`src/rtl/fir_sample_loader.sv`:
```
// fir_sample_loader: upstream stage of the FIR datapath.
//   Accepts a valid/ready byte stream and writes the samples into the shared sample memory,
//   starting at a base address latched on arm. It then pulses the FIR engine's start with the
//   base addresses and sample count, waits for the engine's done edge (or a timeout), and
//   reports frame completion.
// Ports:
//   clk, rst_n                       clock, synchronous active-low reset
//   arm, cfg_in_base, cfg_out_base   frame start and base addresses (accepted only in IDLE)
//   s_valid, s_data, s_last, s_ready sample stream
//   mem_addr, mem_data, mem_we       registered sample-memory write port
//   fir_start, fir_input_addr,
//   fir_output_addr, fir_sample_count, fir_done   FIR engine handshake
//   busy, frame_done, err_overflow, err_timeout   status
module fir_sample_loader #(
  parameter int unsigned ADDR_W      = 10,
  parameter int unsigned DATA_W      = 8,
  parameter int unsigned MAX_SAMPLES = 512,
  parameter int unsigned TIMEOUT_CYC = 16384
) (
  input  logic              clk,
  input  logic              rst_n,
  input  logic              arm,
  input  logic [ADDR_W-1:0] cfg_in_base,
  input  logic [ADDR_W-1:0] cfg_out_base,
  input  logic              s_valid,
  input  logic [DATA_W-1:0] s_data,
  input  logic              s_last,
  output logic              s_ready,
  output logic [ADDR_W-1:0] mem_addr,
  output logic [DATA_W-1:0] mem_data,
  output logic              mem_we,
  output logic              fir_start,
  output logic [ADDR_W-1:0] fir_input_addr,
  output logic [ADDR_W-1:0] fir_output_addr,
  output logic [ADDR_W-1:0] fir_sample_count,
  input  logic              fir_done,
  output logic              busy,
  output logic              frame_done,
  output logic              err_overflow,
  output logic              err_timeout
);

  localparam int unsigned TimerW = $clog2(TIMEOUT_CYC + 1);
  localparam logic [ADDR_W-1:0] LastIdx  = ADDR_W'(MAX_SAMPLES - 1);
  localparam logic [TimerW-1:0] TimerMax = TimerW'(TIMEOUT_CYC - 1);

  typedef enum logic [2:0] {StIdle, StFill, StKick, StWaitFir, StFinish} state_e;

  state_e              state_q, state_d;
  logic [ADDR_W-1:0]   in_base_q, in_base_d;
  logic [ADDR_W-1:0]   out_base_q, out_base_d;
  logic [ADDR_W-1:0]   count_q, count_d;
  logic [TimerW-1:0]   timer_q, timer_d;
  logic                fir_done_q;
  logic                mem_we_q, mem_we_d;
  logic [ADDR_W-1:0]   mem_addr_q, mem_addr_d;
  logic [DATA_W-1:0]   mem_data_q, mem_data_d;
  logic                err_ovf_q, err_ovf_d;
  logic                err_to_q, err_to_d;
  logic                fir_rise;

  // A done level that is already high when WAIT_FIR begins must not look like an edge, so
  // the delayed copy is sampled in every state, not only while waiting.
  assign fir_rise = fir_done & ~fir_done_q;

  always_comb begin
    state_d    = state_q;
    in_base_d  = in_base_q;
    out_base_d = out_base_q;
    count_d    = count_q;
    timer_d    = timer_q;
    mem_we_d   = 1'b0;
    mem_addr_d = mem_addr_q;
    mem_data_d = mem_data_q;
    err_ovf_d  = err_ovf_q;
    err_to_d   = err_to_q;

    unique case (state_q)
      StIdle: begin
        if (arm) begin
          in_base_d  = cfg_in_base;
          out_base_d = cfg_out_base;
          count_d    = '0;
          err_ovf_d  = 1'b0;
          err_to_d   = 1'b0;
          state_d    = StFill;
        end
      end
      StFill: begin
        if (s_valid) begin
          mem_we_d   = 1'b1;
          mem_addr_d = in_base_q + count_q;
          mem_data_d = s_data;
          count_d    = count_q + ADDR_W'(1);
          if (s_last) begin
            state_d = StKick;
          end else if (count_q == LastIdx) begin
            // Frame full without a last marker: truncate and flag it.
            err_ovf_d = 1'b1;
            state_d   = StKick;
          end
        end
      end
      StKick: begin
        timer_d = '0;
        state_d = StWaitFir;
      end
      StWaitFir: begin
        if (fir_rise) begin
          state_d = StFinish;
        end else if (timer_q == TimerMax) begin
          err_to_d = 1'b1;
          state_d  = StFinish;
        end else begin
          timer_d = timer_q + TimerW'(1);
        end
      end
      StFinish: begin
        state_d = StIdle;
      end
      default: begin
        state_d = StIdle;
      end
    endcase
  end

  always_ff @(posedge clk) begin
    if (!rst_n) begin
      state_q    <= StIdle;
      in_base_q  <= '0;
      out_base_q <= '0;
      count_q    <= '0;
      timer_q    <= '0;
      fir_done_q <= 1'b0;
      mem_we_q   <= 1'b0;
      mem_addr_q <= '0;
      mem_data_q <= '0;
      err_ovf_q  <= 1'b0;
      err_to_q   <= 1'b0;
    end else begin
      state_q    <= state_d;
      in_base_q  <= in_base_d;
      out_base_q <= out_base_d;
      count_q    <= count_d;
      timer_q    <= timer_d;
      fir_done_q <= fir_done;
      mem_we_q   <= mem_we_d;
      mem_addr_q <= mem_addr_d;
      mem_data_q <= mem_data_d;
      err_ovf_q  <= err_ovf_d;
      err_to_q   <= err_to_d;
    end
  end

  // Status strobes decode directly from the state register.
  assign s_ready          = (state_q == StFill);
  assign fir_start        = (state_q == StKick);
  assign frame_done       = (state_q == StFinish);
  assign busy             = (state_q != StIdle);
  assign mem_we           = mem_we_q;
  assign mem_addr         = mem_addr_q;
  assign mem_data         = mem_data_q;
  assign fir_input_addr   = in_base_q;
  assign fir_output_addr  = out_base_q;
  // Stops counting at KICK and is only cleared by the next arm, so it stays stable for the FIR.
  assign fir_sample_count = count_q;
  assign err_overflow     = err_ovf_q;
  assign err_timeout      = err_to_q;

endmodule

```
`config.mk`:
```
export PLATFORM = sky130hd
export DESIGN_NAME = fir_sample_loader
export DESIGN_NICKNAME = d
export VERILOG_FILES = /design/src/rtl/fir_sample_loader.sv
export SDC_FILE = /design/constraint.sdc
export NUM_CORES = 1
export LEC_CHECK = 0
export BUFFER_PORTS_ARGS = -buffer_cell sky130_fd_sc_hd__buf_2
export CORE_MARGIN = 10
export CORE_UTILIZATION = 48
export DETAILED_ROUTE_END_ITERATION = 6
export PLACE_DENSITY = 0.76
export SLEW_MARGIN = 20
export SYNTH_ARGS = -nofsm -noshare
export SYNTH_HDL_FRONTEND = slang
export SYNTH_SLANG_ARGS = --single-unit
```
`constraint.sdc`:
```
create_clock -name clk -period 1.7 [get_ports clk]
set_input_delay 0.17 -clock clk [delete_from_list [all_inputs] [get_ports clk]]
set_output_delay 0.17 -clock clk [all_outputs]
set_load 0.01 [all_outputs]
```
== Word-level counts from Yosys, hierarchy flattened ==
Cells that the tools add are included.

* Add/subtract/negate cells: 3
* Equal/unequal tests: 15
* Mux-type cells: 22
* Bitwise logic cells: 2
* Reductions and logical operators: 13

{| class="wikitable"
|+ Operators with widths
! kind !! count
|-
| 15-bit 2-to-1 mux || 2
|-
| 15-bit case mux with 2 select lines || 1
|-
| 10-bit 2-to-1 mux || 2
|-
| 10-bit case mux with 2 select lines || 1
|-
| 3-bit 2-to-1 mux || 6
|-
| 15-bit by 1-bit adder with 15-bit output (second input constant) || 1
|-
| 15-bit by 14-bit == test with 1-bit output (second input constant) || 1
|-
| 2-bit inequality test (second input constant) || 6
|-
| 3-bit case mux with 4 select lines || 1
|-
| 10-bit by 1-bit adder with 10-bit output (second input constant) || 1
|-
| 10-bit adder || 1
|-
| 10-bit by 9-bit == test with 1-bit output (second input constant) || 1
|-
| 4-bit AND reduction || 2
|-
| 1-bit 2-to-1 mux || 7
|-
| 3-bit by 2-bit == test with 1-bit output (second input constant) || 2
|-
| 2-bit AND reduction || 3
|-
| 3-bit AND reduction || 2
|-
| 2-bit nonzero test || 3
|-
| 5-bit AND reduction || 1
|-
| 1-bit case mux with 2 select lines || 2
|-
| 3-bit by 1-bit == test with 1-bit output (second input constant) || 1
|-
| 3-bit == test (second input constant) || 1
|-
| 3-bit zero test || 1
|-
| 3-bit by 2-bit inequality test with 1-bit output (second input constant) || 1
|-
| 5 further kinds || 5
|}

* Bits in registers: 70
* Output and inout bits: 55

== Depth between registers and ports, before layout ==
* Depth after elaboration: 5
* Gate-level depth with buffers: 8
* Mapped depth without buffers: 8

== Worst setup path after synthesis ==
No wires, ideal clock.

* Path type: flip-flop to flip-flop
* Start: reg count_q[3] (netlist: fir_sample_count[3])
* End: reg mem_addr_q[9] (netlist: mem_addr[9])
* Library setup time: 0.126 ns
* Arrival time: 1.734 ns
* Path slack: -0.160 ns
* Stages on the path, launching flop included: 7
* Clock period less this slack: 1.860 ns
* Path through: dfxtp_1 ha_1 or4_4 or2_0 o22ai_2 mux2i_1 a221oi_2

* Cells in the longest elaborated chain, start to end: 1

{| class="wikitable"
|+ Ends and longest elaborated chain
! what !! RTL line !! text
|-
| start, declared || 52 || <nowiki>logic [ADDR_W-1:0] count_q, count_d;</nowiki>
|-
| start signal, assigned || 144 || <nowiki>count_q <= count_d;</nowiki>
|-
| 10-bit adder || 92 || <nowiki>mem_addr_d = in_base_q + count_q;</nowiki>
|-
| end signal, assigned || 148 || <nowiki>mem_addr_q <= mem_addr_d;</nowiki>
|-
| end, declared || 56 || <nowiki>logic [ADDR_W-1:0] mem_addr_q, mem_addr_d;</nowiki>
|}

No other way between the ends.
A chain may end at the register's enable or synchronous reset.

== Worst setup path in the final report ==
Same ends and word-level chain as after synthesis.

==> impl_metrics.json <==
{
  "violations": "negative setup slack",
  "die_w_um": 104.7,
  "grt_max_degree": 28,
  "htree_levels": 3,
  "synth.avg_cell_area_um2": 8.331,
  "ys_warn_count": 0,
  "rows": 30,
  "syn_inst": 413,
  "initial_utilization_pct": 50.09,
  "cp_slowest_stage_delay_ns": 0.51,
  "slew_headroom_pct": 70.92,
  "cp.arrival_ns": 2.02,
  "synthTopCellsByArea": "dfxtp_1 (41%), nand2_1 (9.2%), a21oi_1 (5.8%)",
  "maxCapViolations": 0,
  "root_buffer": "clkbuf_8",
  "cts.clk_slew.worst_paths_ns": 0.07,
  "min_delay_path_depth": 2,
  "internal-power_uw": 2616,
  "place_hpwl_mm": 7.548,
  "cp-start-kind": "flop",
  "powerDensity_nw_per_um2": 759.4,
  "clock_latency_ns": 0.34,
  "numPortBuffers": 88,
  "wirelength_mm": 10.41,
  "drv_slew": 0,
  "p_switching_uw": 1002,
  "fillers": 547,
  "period_share_pct": 106.0,
  "holdCritPathClass": "in2reg",
  "antenna_left": 0,
  "synthArstFlopShare_pct": 0,
  "ys_ff_latch": 70,
  "cts_buffers": 9,
  "cp.depth": 6,
  "grtUsageTotal_pct": 18.04,
  "drt_iter0_markers": 262,
  "cts_tree": "built",
  "fp.dieArea_um2": 10950,
  "grt_pass1_vias": 3555,
  "synth_commonest_cells": "nand2_1 (84), dfxtp_1 (70), a21oi_1 (40)",
  "n_antenna_cell": 0,
  "ys_types": 72,
  "cp-end-kind": "flop",
  "crit_type": "reg2reg",
  "ir_worst_vdd_v": 0.0004981,
  "grt_setup_unrepaired": "true",
  "synthToLayoutAreaGrowth_pct": 38.47,
  "tightest_slew_ns": 0.4326,
  "synthFlopType": "dfxtp_1",
  "leakagePower_uw": 0.002143,
  "netlist.area_leader.share_pct": 40.73,
  "critPathRequiredTime_ns": 1.92,
  "clk_path_buf_depth": 2,
  "die_h_um": 104.7,
  "synth_largest_area_cell": "dfxtp_1",
  "fin_hold_ws_ns": 0.03747,
  "coreArea_um2": 6869,
  "fin_crit_ns": 1.802,
  "crit_chain": "ha_4 -> or4_4 -> or2_1 -> o22ai_2 -> mux2i_1 -> a221oi_2",
  "clock-sinks": 70,
  "crit_buf_inv": 0,
  "pre_cts_ws_ns": -0.1086,
  "seqPwrFrac_pct": 48.4,
  "antenna_found_initial": 0,
  "syn_nets": 459,
  "status": "complete, but fails checks",
  "regArea_um2": 1423,
  "finalSetupViolCount": 2,
  "critPathTopFamily": "simple AND/OR/NAND/NOR gates",
  "drt-wirelength-per-cell_um": 15.84,
  "sw_frac_of_total_pct": 27.70,
  "overflow": 0,
  "num_vias": 3553,
  "path_max_fanout": 2,
  "combPwrFrac_pct": 15.5,
  "via_per_inst": 5.408,
  "drive_above_1_share_pct": 39.75,
  "ys_seq_area_share_pct": 40.73,
  "fmax_mhz": 555.0,
  "grt_pass1_wl_mm": 16.70,
  "io_pins": 89,
  "hold_viol_final": 0,
  "cpMaxStageDelayCell": "or4_4",
  "gp_congestion": 0.8932,
  "yosysMostFrequentCell": "nand2_1",
  "synth_edf_count": 0,
  "netlist_area_um2": 3441,
  "r2r.worst_path.cells": 6,
  "setup_ws_ns": -0.1017,
  "skew_ns": 0.004317,
  "multiInputGateArea_um2": 2027,
  "drc": 0,
  "power.share.clock_pct": 36.1,
  "dr.pass1.iters": 5,
  "layout.nets": 602
}
## stage by stage
step / util (%) / area (um2) / instances / setup TNS, ns / total power [uW]
2_1_floorplan: - / 3497 / 413 / -0.08329 / 2089
3_3_place_gp: 64.48 / 4429 / 638 / -0.08578 / 2313
3_5_place_dp: 64.48 / 4429 / 638 / -0.2776 / 2328
4_1_cts: 67.87 / 4662 / 656 / -0.1324 / 3625
5_1_grt: 69.36 / 4765 / 657 / -0.4685 / 3780
6_report: 69.36 / 4765 / 657 / -0.1936 / 3618
## registers in the layout (all words and copies together) (netlist names)
signal,cells
fir_output_addr,10
mem_we,1
fir_sample_count,10
state_q,3
err_overflow,1
fir_input_addr,10
mem_addr,10
fir_done_q,1
mem_data,8
timer_q,15
err_timeout,1
## area by class of cell
class,count,area share [%]
clock buffers,9,2.600
flip-flops and latches,70,29.86
repair buffers,154,20.40
inverters,9,0.7090
multi-input cells,312,42.54
well taps,96,2.521
clock inverters,7,1.366
## path summary, 6_finish.rpt
check                           start                  to  slack, ns
setup reg to reg  fir_sample_count[3]         mem_addr[9]      -0.10
setup / recovery  fir_sample_count[3]         mem_addr[9]      -0.10
hold reg to reg    fir_output_addr[6]  fir_output_addr[6]       0.45
hold / removal               fir_done          fir_done_q       0.04
## cells in the final DEF (no fill, tap or decap), types with 8 or more instances in the layout
cell type  count
dfxtp_2        8
a21oi_1       39
nand3_1       17
nor3_1         9
buf_2         88
clkbuf_8       9
dfxtp_1       59
nor2_1        28
nand2_1       84
buf_4         61
## repair_timing
action	CTS	global route
resized for setup	8	24
hold buffers	0	0
pin swaps	5	9
setup buffers	2	1
hold endpoints to repair	0	0
gates cloned	0	0
endpoints found under the setup margin	9	39
## power groups by stage
stage	combinational, uW	clock, uW	sequential, uW
final	560	1310	1750
after floorplan	282	0	1810
after global routing	614	1410	1760
after detailed placement	543	0	1790
after CTS	549	1330	1750
after global placement	533	0	1780
## per-layer routing
layer  share of wire, %  up-vias  track usage, %
li1                   -     1744               -
met1                 42     1676           20.46
met2                 50      113           30.75
met3                5.7       20           5.405
met4                2.6        0           7.745
met5                  0        -               0
## cells by family (layout without fill, tap and decap cells)
group / after synthesis / count (layout) / share of synthesized area [%]
and+or+nand+nor: 198 / 198 / 29.64
AOI/OAI and AO/OA: 84 / 84 / 15.60
DFF: 70 / 70 / 40.73
buffers and inverters: 31 / 179 / 4.654
xor gates and xnor gates: 13 / 13 / 3.309
adders and majority gates: 12 / 12 / 4.582
muxes: 5 / 5 / 1.491
No activity file was read; power rests on OpenSTA's default activity.
